`src/rtl/fetch_unit_pkg.sv`:
```
// Shared fetch-stage definitions: datapath width, canonical NOP encoding and
// a helper for sizing the occupancy counters.
package fetch_unit_pkg;
    localparam int XLEN = 32;
    localparam logic [XLEN-1:0] NOP_ENC = 32'h0000_0000;

    // Counters must represent 0..DEPTH inclusive, hence one bit above the pointer width.
    function automatic int cnt_width(input int depth);
        return $clog2(depth) + 1;
    endfunction
endpackage

```
`src/rtl/fetch_queue.sv`:
```
// Circular buffer of {pc, inst, filled} entries. Slots are allocated at issue time
// and filled in order as responses return; the head can be bypassed from the fill data.
module fetch_queue
    import fetch_unit_pkg::*;
#(
    parameter int DEPTH = 4,
    localparam int PW = $clog2(DEPTH),
    localparam int CW = cnt_width(DEPTH)
) (
    input  logic            clk,
    input  logic            rst,
    input  logic            alloc,
    input  logic [XLEN-1:0] alloc_pc,
    input  logic            fill,
    input  logic [XLEN-1:0] fill_data,
    input  logic            pop,
    input  logic            flush,
    output logic            head_ready,
    output logic [XLEN-1:0] head_pc,
    output logic [XLEN-1:0] head_inst,
    output logic [CW-1:0]   alloc_cnt,
    output logic [CW-1:0]   unfilled_cnt
);
    logic [XLEN-1:0]  pc_mem   [DEPTH];
    logic [XLEN-1:0]  inst_mem [DEPTH];
    logic [DEPTH-1:0] filled_reg;
    logic [DEPTH-1:0] alloc_hit;
    logic [DEPTH-1:0] fill_hit;
    logic [PW-1:0]    rd_ptr_reg, wr_ptr_reg, fill_ptr_reg;
    logic [CW-1:0]    alloc_cnt_reg, unfilled_cnt_reg;

    genvar gi;
    generate
        for (gi = 0; gi < DEPTH; gi++) begin : g_hit
            assign alloc_hit[gi] = alloc && !flush && (wr_ptr_reg == PW'(gi));
            assign fill_hit[gi]  = fill && !flush && (fill_ptr_reg == PW'(gi));
        end
    endgenerate

    // Allocation clears the filled bit, so flushed entries never need scrubbing.
    always_ff @(posedge clk or negedge rst) begin
        if (!rst) begin
            filled_reg <= '0;
            for (int i = 0; i < DEPTH; i++) begin
                pc_mem[i]   <= '0;
                inst_mem[i] <= '0;
            end
        end else begin
            for (int i = 0; i < DEPTH; i++) begin
                if (alloc_hit[i]) begin
                    pc_mem[i]     <= alloc_pc;
                    filled_reg[i] <= 1'b0;
                end else if (fill_hit[i]) begin
                    inst_mem[i]   <= fill_data;
                    filled_reg[i] <= 1'b1;
                end
            end
        end
    end

    always_ff @(posedge clk or negedge rst) begin
        if (!rst) begin
            rd_ptr_reg       <= '0;
            wr_ptr_reg       <= '0;
            fill_ptr_reg     <= '0;
            alloc_cnt_reg    <= '0;
            unfilled_cnt_reg <= '0;
        end else if (flush) begin
            rd_ptr_reg       <= '0;
            wr_ptr_reg       <= '0;
            fill_ptr_reg     <= '0;
            alloc_cnt_reg    <= '0;
            unfilled_cnt_reg <= '0;
        end else begin
            rd_ptr_reg       <= rd_ptr_reg + PW'(pop);
            wr_ptr_reg       <= wr_ptr_reg + PW'(alloc);
            fill_ptr_reg     <= fill_ptr_reg + PW'(fill);
            alloc_cnt_reg    <= alloc_cnt_reg + CW'(alloc) - CW'(pop);
            unfilled_cnt_reg <= unfilled_cnt_reg + CW'(alloc) - CW'(fill);
        end
    end

    // Fills land in order, so an unfilled head is always the slot the fill targets.
    assign head_ready   = (alloc_cnt_reg != '0) && (filled_reg[rd_ptr_reg] || fill);
    assign head_pc      = pc_mem[rd_ptr_reg];
    assign head_inst    = filled_reg[rd_ptr_reg] ? inst_mem[rd_ptr_reg] : fill_data;
    assign alloc_cnt    = alloc_cnt_reg;
    assign unfilled_cnt = unfilled_cnt_reg;
endmodule

```
`src/rtl/fetch_unit.sv`:
```
// Fetch stage: issues npc to instruction memory, buffers in-order responses and
// presents the head to DECODE; a late branch flushes and drops in-flight responses.
module fetch_unit
    import fetch_unit_pkg::*;
#(
    parameter int              DEPTH    = 4,
    parameter logic [XLEN-1:0] NOP_INST = NOP_ENC
) (
    input  logic            clk,
    input  logic            rst,
    input  logic [XLEN-1:0] npc,
    input  logic            br_late,
    output logic            fetch_stall,
    output logic [XLEN-1:0] inst_feedback,
    output logic            imem_req_valid,
    input  logic            imem_req_ready,
    output logic [XLEN-1:0] imem_req_addr,
    input  logic            imem_resp_valid,
    input  logic [XLEN-1:0] imem_resp_data,
    output logic            dec_valid,
    input  logic            dec_ready,
    output logic [XLEN-1:0] dec_pc,
    output logic [XLEN-1:0] dec_inst
);
    localparam int CW = cnt_width(DEPTH);

    logic            issue, fill, pop, head_ready, resp_consumed;
    logic [XLEN-1:0] head_pc, head_inst;
    logic [CW-1:0]   alloc_cnt, unfilled_cnt, drop_cnt_reg, drop_cnt_next;

    fetch_queue #(.DEPTH(DEPTH)) u_queue (
        .clk          (clk),
        .rst          (rst),
        .alloc        (issue),
        .alloc_pc     (npc),
        .fill         (fill),
        .fill_data    (imem_resp_data),
        .pop          (pop),
        .flush        (br_late),
        .head_ready   (head_ready),
        .head_pc      (head_pc),
        .head_inst    (head_inst),
        .alloc_cnt    (alloc_cnt),
        .unfilled_cnt (unfilled_cnt)
    );

    // Gated by rst so the request port is idle while reset is held.
    assign imem_req_valid = rst && !br_late && (alloc_cnt < CW'(DEPTH));
    assign imem_req_addr  = npc;
    assign issue          = imem_req_valid && imem_req_ready;
    assign fetch_stall    = !issue;

    assign fill          = imem_resp_valid && (drop_cnt_reg == '0) && !br_late;
    assign dec_valid     = head_ready && !br_late;
    assign pop           = dec_valid && dec_ready;
    assign dec_inst      = dec_valid ? head_inst : NOP_INST;
    assign dec_pc        = head_pc;
    assign inst_feedback = dec_inst;

    // A response is retired against drop_cnt when dropping, or against the flushed unfilled slots.
    assign resp_consumed = imem_resp_valid && ((drop_cnt_reg != '0) || br_late);
    assign drop_cnt_next = drop_cnt_reg + (br_late ? unfilled_cnt : '0) - CW'(resp_consumed);

    always_ff @(posedge clk or negedge rst) begin
        if (!rst) begin
            drop_cnt_reg <= '0;
        end else begin
            drop_cnt_reg <= drop_cnt_next;
        end
    end

    a_resp_expected: assert property (@(posedge clk) disable iff (!rst)
        (imem_resp_valid && (drop_cnt_reg == '0)) |-> (unfilled_cnt != '0));
    a_drop_bound: assert property (@(posedge clk) disable iff (!rst)
        drop_cnt_reg <= CW'(DEPTH));
endmodule

```
`config.mk`:
```
export PLATFORM = sky130hd
export DESIGN_NAME = fetch_unit
export DESIGN_NICKNAME = d
export VERILOG_FILES = /design/src/rtl/fetch_unit_pkg.sv /design/src/rtl/fetch_queue.sv /design/src/rtl/fetch_unit.sv
export SDC_FILE = /design/constraint.sdc
export NUM_CORES = 1
export LEC_CHECK = 0
export CORE_ASPECT_RATIO = 1.25
export CORE_MARGIN = 2
export CORE_UTILIZATION = 50
export DETAILED_ROUTE_END_ITERATION = 7
export GPL_TIMING_DRIVEN = 1
export PLACE_DENSITY_LB_ADDON = 0.05
export SLEW_MARGIN = 0
export SYNTH_ARGS = -nofsm -noshare
export SYNTH_HDL_FRONTEND = slang
export SYNTH_SLANG_ARGS = --single-unit
```
`constraint.sdc`:
```
create_clock -name clk -period 5.2 [get_ports clk]
set_input_delay 0.52 -clock clk [delete_from_list [all_inputs] [get_ports clk]]
set_output_delay 0.52 -clock clk [all_outputs]
set_load 0.03 [all_outputs]
```
==> results.cfg <==
[sta]
clock.fmax_ghz = 0.255
period_minus_slack_ns = 3.92
setup_viol = 0
slew_viol_final = 0
finalSetupTns_ns = 0
finalCritPeriodShare_pct = 75.3
skew_ns = 0.00893
worst_slew_pin_slew_ns = 0.973
fin_hold_ws_ns = 0.491
hold_viol_final = 0
final.setup.worst_slack_ns = 1.28
rsz0062_at_grt = no
slew_headroom_pct = 35.1

[global_routing]
overflow = 0
grtUsageMet3_pct = 3.57
use_met1_pct = 27.4
grt_first_pass_wirelength_mm = 44.0
grt_pass1_vias = 8119
grt.busiest_layer = met2
use_met2_pct = 34.7
antenna_found_initial = 0
track_usage_pct = 20.2
grt_max_degree = 79

[routing]
viasPerCell = 5.49
drc = 0
ant_nets = 0
wl_mm = 27.0
detail_route.wl_per_cell_um = 19.5
vias = 7603
drtIter0Drc = 321
dr.pass1.iters = 5

[setup_path]
regToRegStartpoint = u_queue.rd_ptr_reg[0]
max_stage_delay_ns = 1.03
criticalPathCategory = flip-flop to output pin
required_ns = 4.68
r2r_end = u_queue.alloc_cnt[1]
start_kind = flip-flop
critPathMaxFanout = 35
r2r_slack_ns = 1.94
cp.arrival_ns = 3.40
cp-endpoint = dec_inst[26]
startpoint = u_queue.rd_ptr_reg[0]
ff2ff_path_depth = 8
path_cells = mux4_2 > nand2_1 > a21oi_1 > clkdlybuf4s50_1
critPathSlowestCell = mux4_2
end_kind = output pin

[logic_synthesis]
avgSynthCellArea_um2 = 14.6
ys.flop_type = dfrtp_1
ys_seq_area_share_pct = 52.6
synth-seq-cells = 275
ys_warn_count = 0
yosysTopAreaCell = dfrtp_1
synth_common_cells = dfrtp_1 (275), mux2_2 (226), buf_4 (74)
synth_cell_types = 36
syn_nets = 978
syn_area_mm2 = 0.0131
synth-edff-count = 0
synth.area.top_cells = dfrtp_1 (53%), mux2_2 (19%), mux4_2 (11%), buf_4 (4.2%), mux2_1 (2.7%)
async_reset_ff_share_pct = 100
synth.most_common_cell = dfrtp_1
syn_inst = 897
synth_top_area_share_pct = 52.6

[floorplan]
rows = 66
die_h_um = 185
die_area_mm2 = 0.0275
core_mm2 = 0.0258
initial_core_util_pct = 50.6
pin_count = 201
chipWidth_um = 149

[placed_design]
io_buffer_count = 200
dp.final_hpwl_mm = 16.4
pre_cts_ws_ns = 1.48
place.gp.congestion = 0.705

[clocking]
cts_max_level = 1
cts_tree = built
worst_skew_pair.late_latency_ns = 0.53
cts_root_buf = clkbuf_16
clkTransAtPathRegs_ns = 0.06
cts_resized = 0
post_cts_buffers = 0
clockBufferDepth = 3
cts_sinks = 275
numCtsBuffers = 28

[flow_run]
cap_violations = 0

[run_status]
outcome = finished, final reports clean

[power_and_ir_drop]
p_leak_nw = 7.06
p_per_area_mw_per_mm2 = 404
ir_drop_mv = 0.285

[cells_and_area]
n_antenna_cell = 0
area_growth_pct = 21.5
drive_gt1_share_pct = 34.6
final_nets = 1105
final_util_pct = 61.5

[worst_hold_path]
holdCritPathClass = flip-flop to flip-flop
[cell type report]
| class | count | area [µm²] |
|---|---|---|
| Clock buffer | 43 | 858 |
| Clock inverter | 8 | 140 |
| Fill cell | 2036 | 9940 |
| Inverter | 11 | 41.3 |
| Multi-Input combinational cell | 489 | 5400 |
| Sequential cell | 275 | 6890 |
| Tap cell | 340 | 425 |
| Timing Repair Buffer | 219 | 2150 |
[worst min path at each step]
stage / from / endpoint / slack [ns] / depth (start not counted)
CTS: u_queue.inst_mem[124] / u_queue.inst_mem[124] / 0.49 / 1
floorplan: rst / drop_cnt_reg[0] / 0.22 / 0
detailed placement: u_queue.inst_mem[122] / u_queue.inst_mem[122] / 0.48 / 1
finish: u_queue.inst_mem[124] / u_queue.inst_mem[124] / 0.49 / 1
global route: u_queue.inst_mem[109] / u_queue.inst_mem[109] / 0.50 / 1
global placement: u_queue.inst_mem[106] / u_queue.inst_mem[106] / 0.47 / 1
[logic make-up (layout without fill, tap and decap cells)]
group | Yosys count | count (layout) | share of synthesized area (%)
muxes | 324 | 324 | 33.4
and+or+nand+nor | 100 | 100 | 4.05
DFF | 275 | 275 | 52.6
xor gates and xnor gates | 10 | 10 | 0.669
adders and majority gates | 11 | 11 | 1.22
AOI/OAI and AO/OA | 44 | 44 | 1.85
buffers and inverters | 133 | 281 | 6.18
[routing by layer]
layer | wire (µm) | up-vias
li1 | - | 3457
met5 | 0 | -
met4 | 315 | 0
met3 | 1300 | 26
met2 | 13500 | 170
met1 | 11800 | 3950
[cells in the final DEF, fill, tap and decap left out, types with 6 or more instances in the layout]
| master | n |
|---|---|
| xnor2_1 | 6 |
| nor2_1 | 11 |
| clkbuf_8 | 8 |
| clkbuf_1 | 6 |
| buf_4 | 18 |
| mux4_2 | 65 |
| mux2_2 | 226 |
| dfrtp_1 | 273 |
| ha_1 | 8 |
| nand2_1 | 37 |
| clkdlybuf4s50_1 | 199 |
| mux2_1 | 31 |
| clkbuf_16 | 29 |
| a21oi_1 | 35 |
| nand3_1 | 33 |
| inv_1 | 11 |
[power breakdown]
group          leakage, nW  switching, mW  total (mW)  internal, mW
combinational         2.90          0.778        1.58         0.800
clock                0.494          0.816        2.14          1.33
sequential            3.67          0.194        2.70          2.51
[timing repair]
item / in CTS / in global routing
endpoints found under the setup margin: 0 / 0
hold buffers: 1 / 0
hold endpoints to repair: 64 / 0
[through the flow]
stage	cells	area (µm²)	power (mW)
6_report	1385	15900	6.42
3_3_place_gp	1333	14900	4.30
4_1_cts	1385	15900	6.50
2_1_floorplan	897	13100	3.79
3_5_place_dp	1333	14900	4.34
5_1_grt	1385	15900	6.74
[critical path, delay by kind of cell, from the launching register on]
family / cells / cell delay [ns]
and+or+nand+nor: 1 / 0.19
muxes: 1 / 1.03
DFF: 1 / 0.68
AOI/OAI and AO/OA: 1 / 0.24
buffers and inverters: 1 / 0.70
Note: power is estimated with default switching activity, not from simulation.
